`src/rtl/alu_8_bit.sv`:
```
// alu_8_bit: 8-bit, 16-function ALU with registered result and registered A+B carry flag
module alu_8_bit (
    input  logic       clk,
    input  logic       rst_n,
    input  logic [7:0] A,
    input  logic [7:0] B,
    input  logic [3:0] ALU_Sel,
    output logic [7:0] ALU_Out,
    output logic       CarryOut
);

    logic [7:0] result;
    logic [8:0] sum;
    logic [7:0] product;

    assign sum     = {1'b0, A} + {1'b0, B};
    assign product = A * B;

    // Combinational function select; the carry flag is always the A+B carry regardless of select
    always_comb begin
        result = 8'h00;
        case (ALU_Sel)
            4'b0000: result = sum[7:0];
            4'b0001: result = A - B;
            4'b0010: result = product;
            4'b0011: result = (B == 8'h00) ? 8'hFF : A / B;
            4'b0100: result = {A[6:0], 1'b0};
            4'b0101: result = {1'b0, A[7:1]};
            4'b0110: result = {A[6:0], A[7]};
            4'b0111: result = {A[0], A[7:1]};
            4'b1000: result = A & B;
            4'b1001: result = A | B;
            4'b1010: result = A ^ B;
            4'b1011: result = ~(A | B);
            4'b1100: result = ~(A & B);
            4'b1101: result = ~(A ^ B);
            4'b1110: result = (A > B) ? 8'h01 : 8'h00;
            default: result = (A == B) ? 8'h01 : 8'h00;
        endcase
    end

    // Output registers, cleared immediately by the asynchronous reset
    always_ff @(posedge clk or negedge rst_n) begin
        if (!rst_n) begin
            ALU_Out  <= 8'h00;
            CarryOut <= 1'b0;
        end else begin
            ALU_Out  <= result;
            CarryOut <= sum[8];
        end
    end

endmodule

```
`config.mk`:
```
export PLATFORM = sky130hd
export DESIGN_NAME = alu_8_bit
export DESIGN_NICKNAME = d
export VERILOG_FILES = /design/src/rtl/alu_8_bit.sv
export SDC_FILE = /design/constraint.sdc
export NUM_CORES = 1
export LEC_CHECK = 0
export ABC_CLOCK_PERIOD_IN_PS = 800
export CORE_MARGIN = 1.5
export CORE_UTILIZATION = 63
export CTS_BUF_LIST = sky130_fd_sc_hd__clkbuf_4 sky130_fd_sc_hd__clkbuf_8
export DETAILED_ROUTE_END_ITERATION = 12
export PLACE_DENSITY = 0.85
export SLEW_MARGIN = 30
export SYNTH_ARGS = -nofsm -noshare
export SYNTH_HDL_FRONTEND = slang
export SYNTH_SLANG_ARGS = --single-unit
```
`constraint.sdc`:
```
create_clock -name clk -period 0.8 [get_ports clk]
set_input_delay 0.16 -clock clk [delete_from_list [all_inputs] [get_ports clk]]
set_output_delay 0.16 -clock clk [all_outputs]
set_load 0.02 [all_outputs]
```
==> flow_summary_export.csv, run 1 <==
group,metric,value,unit
place,globalplace.congestion,1.13,
yosys,yosysSeqAreaShare,5.18,%
place,placedCellCount,871,
die,initial_core_util,64.7,%
yosys,syn-num-nets,698,
status,haltStage,"clock tree synthesis",
status,error_line,"[ERROR DPL-0038] Utilization greater than 100%, impossible to legalize",
die,rows,30,
clock_tree,hold_buffers,0,
yosys,synth_top_area_share,22.7,%
yosys,syn_area,4350,um2
yosys,async_flop_share,100,%
yosys,syn_inst,583,
place,dpl-instance-area,6420,um2
place,dp_hpwl,17.2,mm
yosys,ys.flop_type,"dfrtp_1",
yosys,synth_area_per_cell,7.46,um2
clock_tree,cts.repair.resized,211,
clock_tree,clock_path_buffers,2,
yosys,synth_cell_type_count,72,
clock_tree,htree_levels,1,
clock_tree,cts_buffers,3,
yosys,synth_edf_count,0,
die,die_y,86.1,um
yosys,synth_top_cells_by_count,"ha_1, nor2_1, inv_1",
yosys,yosysMostFrequentCell,"ha_1",
yosys,yosysWarningCount,0,
die,die_x,86.1,um
place,port_buffers,30,
yosys,synthTopCellsByArea,"ha_1, fa_1, dfrtp_1, nor2_1, xnor2_1",
die,io_pins,31,
clock_tree,root_buffer,"clkbuf_8",
yosys,ys_ff_latch,9,
clock_tree,cts_sinks,9,
clock_tree,post-cts-setup-buffers,32,
status,status,"stopped before the end",
yosys,yosysTopAreaCell,"ha_1",
metrics by stage:
| stage | utilization (%) | setup TNS (ps) | setup WS [ps] |
|---|---|---|---|
| after detailed placement | 95.5 | -51370 | -9660 |
| after floorplan | - | -37900 | -8260 |
| after global placement | 95.5 | -47500 | -8860 |
logic make-up after synthesis:
family | share of synthesized area [%]
mux | 3.74
simple gates | 20.9
flops | 5.18
compound gates | 27.5
fa+ha+maj | 29.2
buf+inv | 6.47
xor+xnor | 7.08
==> run 2: changes to the inputs <==
Settings changed: CORE_UTILIZATION 63 to 40, CTS_BUF_LIST sky130_fd_sc_hd__clkbuf_4 sky130_fd_sc_hd__clkbuf_8 to not set, PLACE_DENSITY 0.85 to not set, PLACE_DENSITY_LB_ADDON set to 0.15.
==> run 2 against run 1 <==
The flow now finishes, with violations (setup timing). Synthesized cell count is the same. Synthesized area unchanged.
==> flow_summary_export.csv, run 2 <==
group,metric,value,unit
status,status,"complete, but fails checks",
status,violations,"setup timing",
yosys,synth_cell_type_count,72,
layout,post-route-util,73.8,%
die,dieArea,11500,um2
clock_tree,clock_path_buffers,2,
die,rows,37,
place,dpl-instance-area,6490,um2
layout,largest_reg_flops,8,
layout,top_regs,"ALU_Out x8, CarryOut x1",
drt,vias,5730,
global_routing,grt_pass1_wl,29.6,mm
power_and_ir_drop,comb_power_share,86.6,%
yosys,yosysMostFrequentCell,"ha_1",
drt,post_drt_wl_per_cell,19.4,um
power_and_ir_drop,power,8190,uW
timing,finalWorstSetupSlack,-8780,ps
critical_path,path_class,"input pin to flip-flop",
yosys,synth_area_per_cell,7.46,um2
layout,top_register,"ALU_Out",
critical_path,start_kind,"input pin",
clock_tree,root_buffer,"clkbuf_8",
yosys,async_flop_share,100,%
global_routing,grtUsageMet2,56.3,%
drt,ant_nets,0,
timing,worst_slew_margin_rel,63.0,%
yosys,yosysSeqAreaShare,5.18,%
drt,drc_errors,0,
global_routing,grt_util_met3,2.12,%
die,die_x,107,um
power_and_ir_drop,p_leak,0.00359,uW
timing,timing.hold.ws,203,ps
yosys,syn_inst,583,
yosys,yosysTopAreaCell,"ha_1",
yosys,synth_edf_count,0,
worst_hold_path,hold_class,"input pin to asynchronous set/reset pin",
clock_tree,htree_levels,1,
global_routing,antenna_found_initial,1,
global_routing,use_met1,43.2,%
critical_path,crit_slowest_cell,"or4_4",
critical_path,cp_data_required_time,910,ps
global_routing,grt_pass1_vias,5766,
clock_tree,cts_sinks,9,
power_and_ir_drop,power_density,1060,nW/um2
timing,setup_viol_count_final,18,
global_routing,grt.total_usage,32.6,%
place,port_buffers,30,
yosys,ys_ff_latch,9,
power_and_ir_drop,power_switching,3620,uW
timing,min_period,9580,ps
layout,final_cell_mix,"buf_4, ha_1, nor2_1, buf_6",
layout,area_growth,76.8,%
die,core,10400,um2
yosys,syn_area,4350,um2
place,dp_hpwl,13.8,mm
power_and_ir_drop,p_seq_share,6.8,%
timing,setup-tns-final,-44020,ps
yosys,synthTopCellsByArea,"ha_1, fa_1, dfrtp_1, nor2_1, xnor2_1",
power_and_ir_drop,swShare,44.2,%
critical_path,path_common_cell,"ha_4",
critical_path,end_kind,"flip-flop",
global_routing,grt_start_max_net_pins,14,
clock_tree,cts_tree,"done",
yosys,yosysWarningCount,0,
clock_tree,cts_buffers,3,
die,io_pins,31,
timing,drv_slew,0,
timing,tightest_slew,551,ps
layout,fin_area,7690,um2
run,drv_cap,0,
place,globalplace.congestion,0.988,
layout,fin_nets,975,
global_routing,grt_busiest_layer,"met2",
timing,finalCritPeriodShare,1200,%
yosys,synth_top_area_share,22.7,%
critical_path,critPathMaxStageDelay,550,ps
layout,drive_gt1_share,48.0,%
drt,wl,19.3,mm
yosys,ys.flop_type,"dfrtp_1",
timing,hold_viol,0,
clock_tree,hold_buffers,0,
timing,fmax,0.104,GHz
critical_path,critPathMaxFanout,6,
layout,final_common_cell,"buf_4",
drt,firstDrtPassIters,7,
clock_tree,clkTransAtPathRegs,50,ps
timing,rsz0062_at_grt,"yes",
power_and_ir_drop,cell_internal_pwr,4570,uW
yosys,syn-num-nets,698,
power_and_ir_drop,p_clk_share,6.6,%
drt,dr.first_iter.drc_count,511,
yosys,synth_top_cells_by_count,"ha_1, nor2_1, inv_1",
power_and_ir_drop,ir_worst_vdd,1.34,mV
global_routing,grt.overflow.total,0,
die,die_y,107,um
drt,avgViaCountPerCell,5.75,
critical_path,worstPathArrival,9690,ps
die,initial_core_util,41.8,%
[run 2: area by class of cell]
cell class,count,area [um2]
multi-input combinational,499,4560
fill,766,2730
timing repair buffer,296,2480
sequential,9,225
inverter,51,205
tap,136,170
clock buffer,3,41.3
clock inverter,1,5.00
antenna,1,2.50
[run 2: per-stage QoR]
step / setup slack, ps / cells
3_5_place_dp: -9380 / 931
5_1_grt: -9120 / 995
4_1_cts: -8350 / 976
3_3_place_gp: -9120 / 931
2_1_floorplan: -8260 / 583
6_report: -8780 / 996
[run 2: path summary, 6_finish.rpt]
kind | startpoint | endpoint | cells past startpoint
worst max-delay path | B[5] | ALU_Out[0] | 48
worst min-delay path | rst_n | ALU_Out[2] | 1
max in group asynchronous | rst_n | ALU_Out[6] | 1
min in group clk | B[7] | CarryOut | 6
[run 2: cell families after synthesis]
| kind of cell | count (synthesis) | share of synthesized area [%] |
|---|---|---|
| buf+inv | 75 | 6.47 |
| xor+xnor | 32 | 7.08 |
| compound gates | 175 | 27.5 |
| fa+ha+maj | 93 | 29.2 |
| flops | 9 | 5.18 |
| mux | 13 | 3.74 |
| simple gates | 186 | 20.9 |
[run 2: per-layer routing]
metal  part of all wire (%)  up-vias
met1                     41     2735
met2                     48      266
met3                    6.8       58
met4                    3.9        0
li1                       -     2671
met5                      0        -
[run 2: power by group through the flow]
| stage | clock network (uW) | logic [uW] | registers, uW |
|---|---|---|---|
| floorplan | 0 | 3180 | 644 |
| global placement | 0 | 5470 | 554 |
| detailed placement | 0 | 5610 | 553 |
| CTS | 534 | 6390 | 562 |
| global route | 598 | 7600 | 564 |
| finish | 540 | 7090 | 559 |
[run 2: critical path: cells and delay by family]
| kind | cells | cell delay, ps |
|---|---|---|
| muxes | 2 | 600 |
| adders and majority gates | 7 | 1870 |
| AOI/OAI and AO/OA | 21 | 3990 |
| buffers and inverters | 8 | 970 |
| and+or+nand+nor | 10 | 2090 |
[run 2: what timing repair did]
| item | 4_1_cts | 5_1_grt |
|---|---|---|
| endpoints found under the setup margin | 18 | 18 |
| gates cloned | 0 | 0 |
| gates resized for setup | 185 | 51 |
| setup buffers | 41 | 20 |
| pin swaps | 58 | 57 |
No activity file was read; power rests on OpenSTA's default activity.
==> run 3: changes to the inputs <==
Settings changed: SKIP_CTS_REPAIR_TIMING set to 1.
==> run 3 against run 2 <==
The flow still finishes with violations (setup timing). Largest power group unchanged. Final cell count down 1.8%. Worst setup slack better by 120 ps. Critical endpoint unchanged. Largest cell class unchanged. Count of clock-buffer cells in the layout unchanged.
==> flow_summary_export.csv, run 3 (synthesis results as in run 2) <==
group,metric,value,unit
critical_path,end_kind,"flip-flop",
die,rows,37,
timing,worst_slew_margin_rel,67.6,%
global_routing,grt_pass1_vias,5380,
run,drv_cap,0,
layout,top_register,"ALU_Out",
global_routing,antenna_found_initial,0,
timing,min_period,9460,ps
die,core,10400,um2
die,dieArea,11500,um2
clock_tree,cts_tree,"done",
critical_path,cp_data_required_time,910,ps
layout,largest_reg_flops,8,
critical_path,path_class,"input pin to flip-flop",
power_and_ir_drop,p_leak,0.00353,uW
drt,vias,5600,
timing,setup_viol_count_final,18,
critical_path,critPathBufInv,8,
critical_path,startpoint,"B[6]",
timing,fmax,0.106,GHz
power_and_ir_drop,swShare,44.2,%
clock_tree,cts_sinks,9,
power_and_ir_drop,power_switching,3470,uW
critical_path,start_kind,"input pin",
critical_path,cpLargestDelayFamily,"compound AO/OA/AOI/OAI gates",
status,status,"complete, but fails checks",
place,dpl_worst_slack,-9380,ps
layout,antenna_cells,0,
worst_hold_path,hold_class,"input pin to asynchronous set/reset pin",
critical_path,critPathMaxStageDelay,550,ps
timing,finalCritPeriodShare,1180,%
power_and_ir_drop,ir_worst_vdd,1.29,mV
timing,drv_slew,0,
place,dp_hpwl,13.8,mm
layout,area_growth,71.5,%
power_and_ir_drop,p_clk_share,6.7,%
die,die_y,107,um
drt,drc_errors,0,
critical_path,critPathMaxFanout,7,
clock_tree,clkTransAtPathRegs,50,ps
drt,wl,18.3,mm
die,die_x,107,um
die,io_pins,31,
layout,fin_nets,958,
place,port_buffers,30,
drt,avgViaCountPerCell,5.73,
layout,final_common_cell,"buf_4",
layout,fill_cells,801,
drt,post_drt_wl_per_cell,18.7,um
power_and_ir_drop,cell_internal_pwr,4390,uW
drt,firstDrtPassIters,6,
place,globalplace.congestion,0.988,
global_routing,grt_start_max_net_pins,14,
place,dpl-instance-area,6490,um2
timing,timing.hold.ws,209,ps
critical_path,path_depth,48,
timing,finalWorstSetupSlack,-8660,ps
die,initial_core_util,41.8,%
power_and_ir_drop,comb_power_share,86.2,%
layout,fin_area,7460,um2
clock_tree,clock_path_buffers,2,
timing,rsz0062_at_grt,"yes",
timing,hold_viol,0,
clock_tree,root_buffer,"clkbuf_8",
global_routing,grt.total_usage,29.5,%
layout,final_cell_mix,"buf_4, ha_1, nor2_1, inv_1, nand2_1",
layout,top_regs,"ALU_Out x8, CarryOut x1",
timing,tightest_slew,485,ps
layout,drive_gt1_share,46.1,%
drt,ant_nets,0,
clock_tree,htree_levels,1,
power_and_ir_drop,power_density,1050,nW/um2
critical_path,cp-endpoint,"ALU_Out[0]",
critical_path,path_common_cell,"ha_4",
drt,dr.first_iter.drc_count,453,
power_and_ir_drop,p_seq_share,7.1,%
critical_path,worstPathArrival,9570,ps
global_routing,grt.overflow.total,0,
timing,setup-tns-final,-41930,ps
critical_path,crit_slowest_cell,"or4_4",
status,violations,"setup timing",
clock_tree,cts_buffers,3,
global_routing,grt_pass1_wl,26.9,mm
[run 3: cell count changes in the layout (fill, tap and decap cells not counted), moves of 4 or more]
cell,previous run,this run
o21ai_2,9,4
dlymetal6s2s_1,0,7
buf_6,38,34
dlygate4sd2_1,7,0
o21ai_1,1,6
buf_4,233,221
[run 3: power groups by stage]
| stage | registers [uW] | clock network [uW] | logic, uW |
|---|---|---|---|
| 2_1_floorplan | 644 | 0 | 3180 |
| 3_3_place_gp | 554 | 0 | 5470 |
| 3_5_place_dp | 553 | 0 | 5610 |
| 4_1_cts | 546 | 534 | 5650 |
| 5_1_grt | 564 | 583 | 7270 |
| 6_report | 560 | 526 | 6770 |
[run 3: cell type report]
class	count	area [um2]	area share [%]
tap	136	170	2.28
clock inverter	1	5.00	0.0671
clock buffer	3	41.3	0.554
inverter	51	205	2.75
timing repair buffer	279	2340	31.4
multi-input combinational	499	4470	59.9
sequential	9	225	3.02
[run 3: worst min-delay path by stage]
| stage | startpoint | to | cells after the start |
|---|---|---|---|
| 3_3_place_gp | rst_n | ALU_Out[2] | 1 |
| 3_5_place_dp | rst_n | ALU_Out[2] | 1 |
| 4_1_cts | rst_n | ALU_Out[2] | 1 |
| 6_report | rst_n | ALU_Out[2] | 1 |
| 2_1_floorplan | rst_n | ALU_Out[0] | 0 |
| 5_1_grt | rst_n | ALU_Out[5] | 1 |
[run 3: stage by stage]
step           utilization (%)  cells  total power [uW]
2_1_floorplan                -    583              3820
3_3_place_gp              62.4    931              6030
3_5_place_dp              62.4    931              6160
4_1_cts                   62.8    935              6730
5_1_grt                   71.6    978              8420
6_report                  71.6    978              7860
[run 3: layer usage]
| metal | GRT usage [%] | vias to the layer above | share of wire, % | wire (um) |
|---|---|---|---|---|
| met3 | 2.72 | 50 | 7.1 | 1300 |
| met2 | 49.7 | 264 | 47 | 8690 |
| met5 | 0 | - | 0 | 0 |
| met4 | 7.62 | 0 | 2.8 | 515 |
| li1 | - | 2635 | - | - |
| met1 | 40.4 | 2651 | 43 | 7840 |
==> run 4: changes to the inputs <==
Settings changed: CTS_BUF_LIST set to sky130_fd_sc_hd__clkbuf_8 sky130_fd_sc_hd__clkbuf_16.
==> results of run 4 <==
No change in the layout: final DEF, timing and power equal those of run 3.
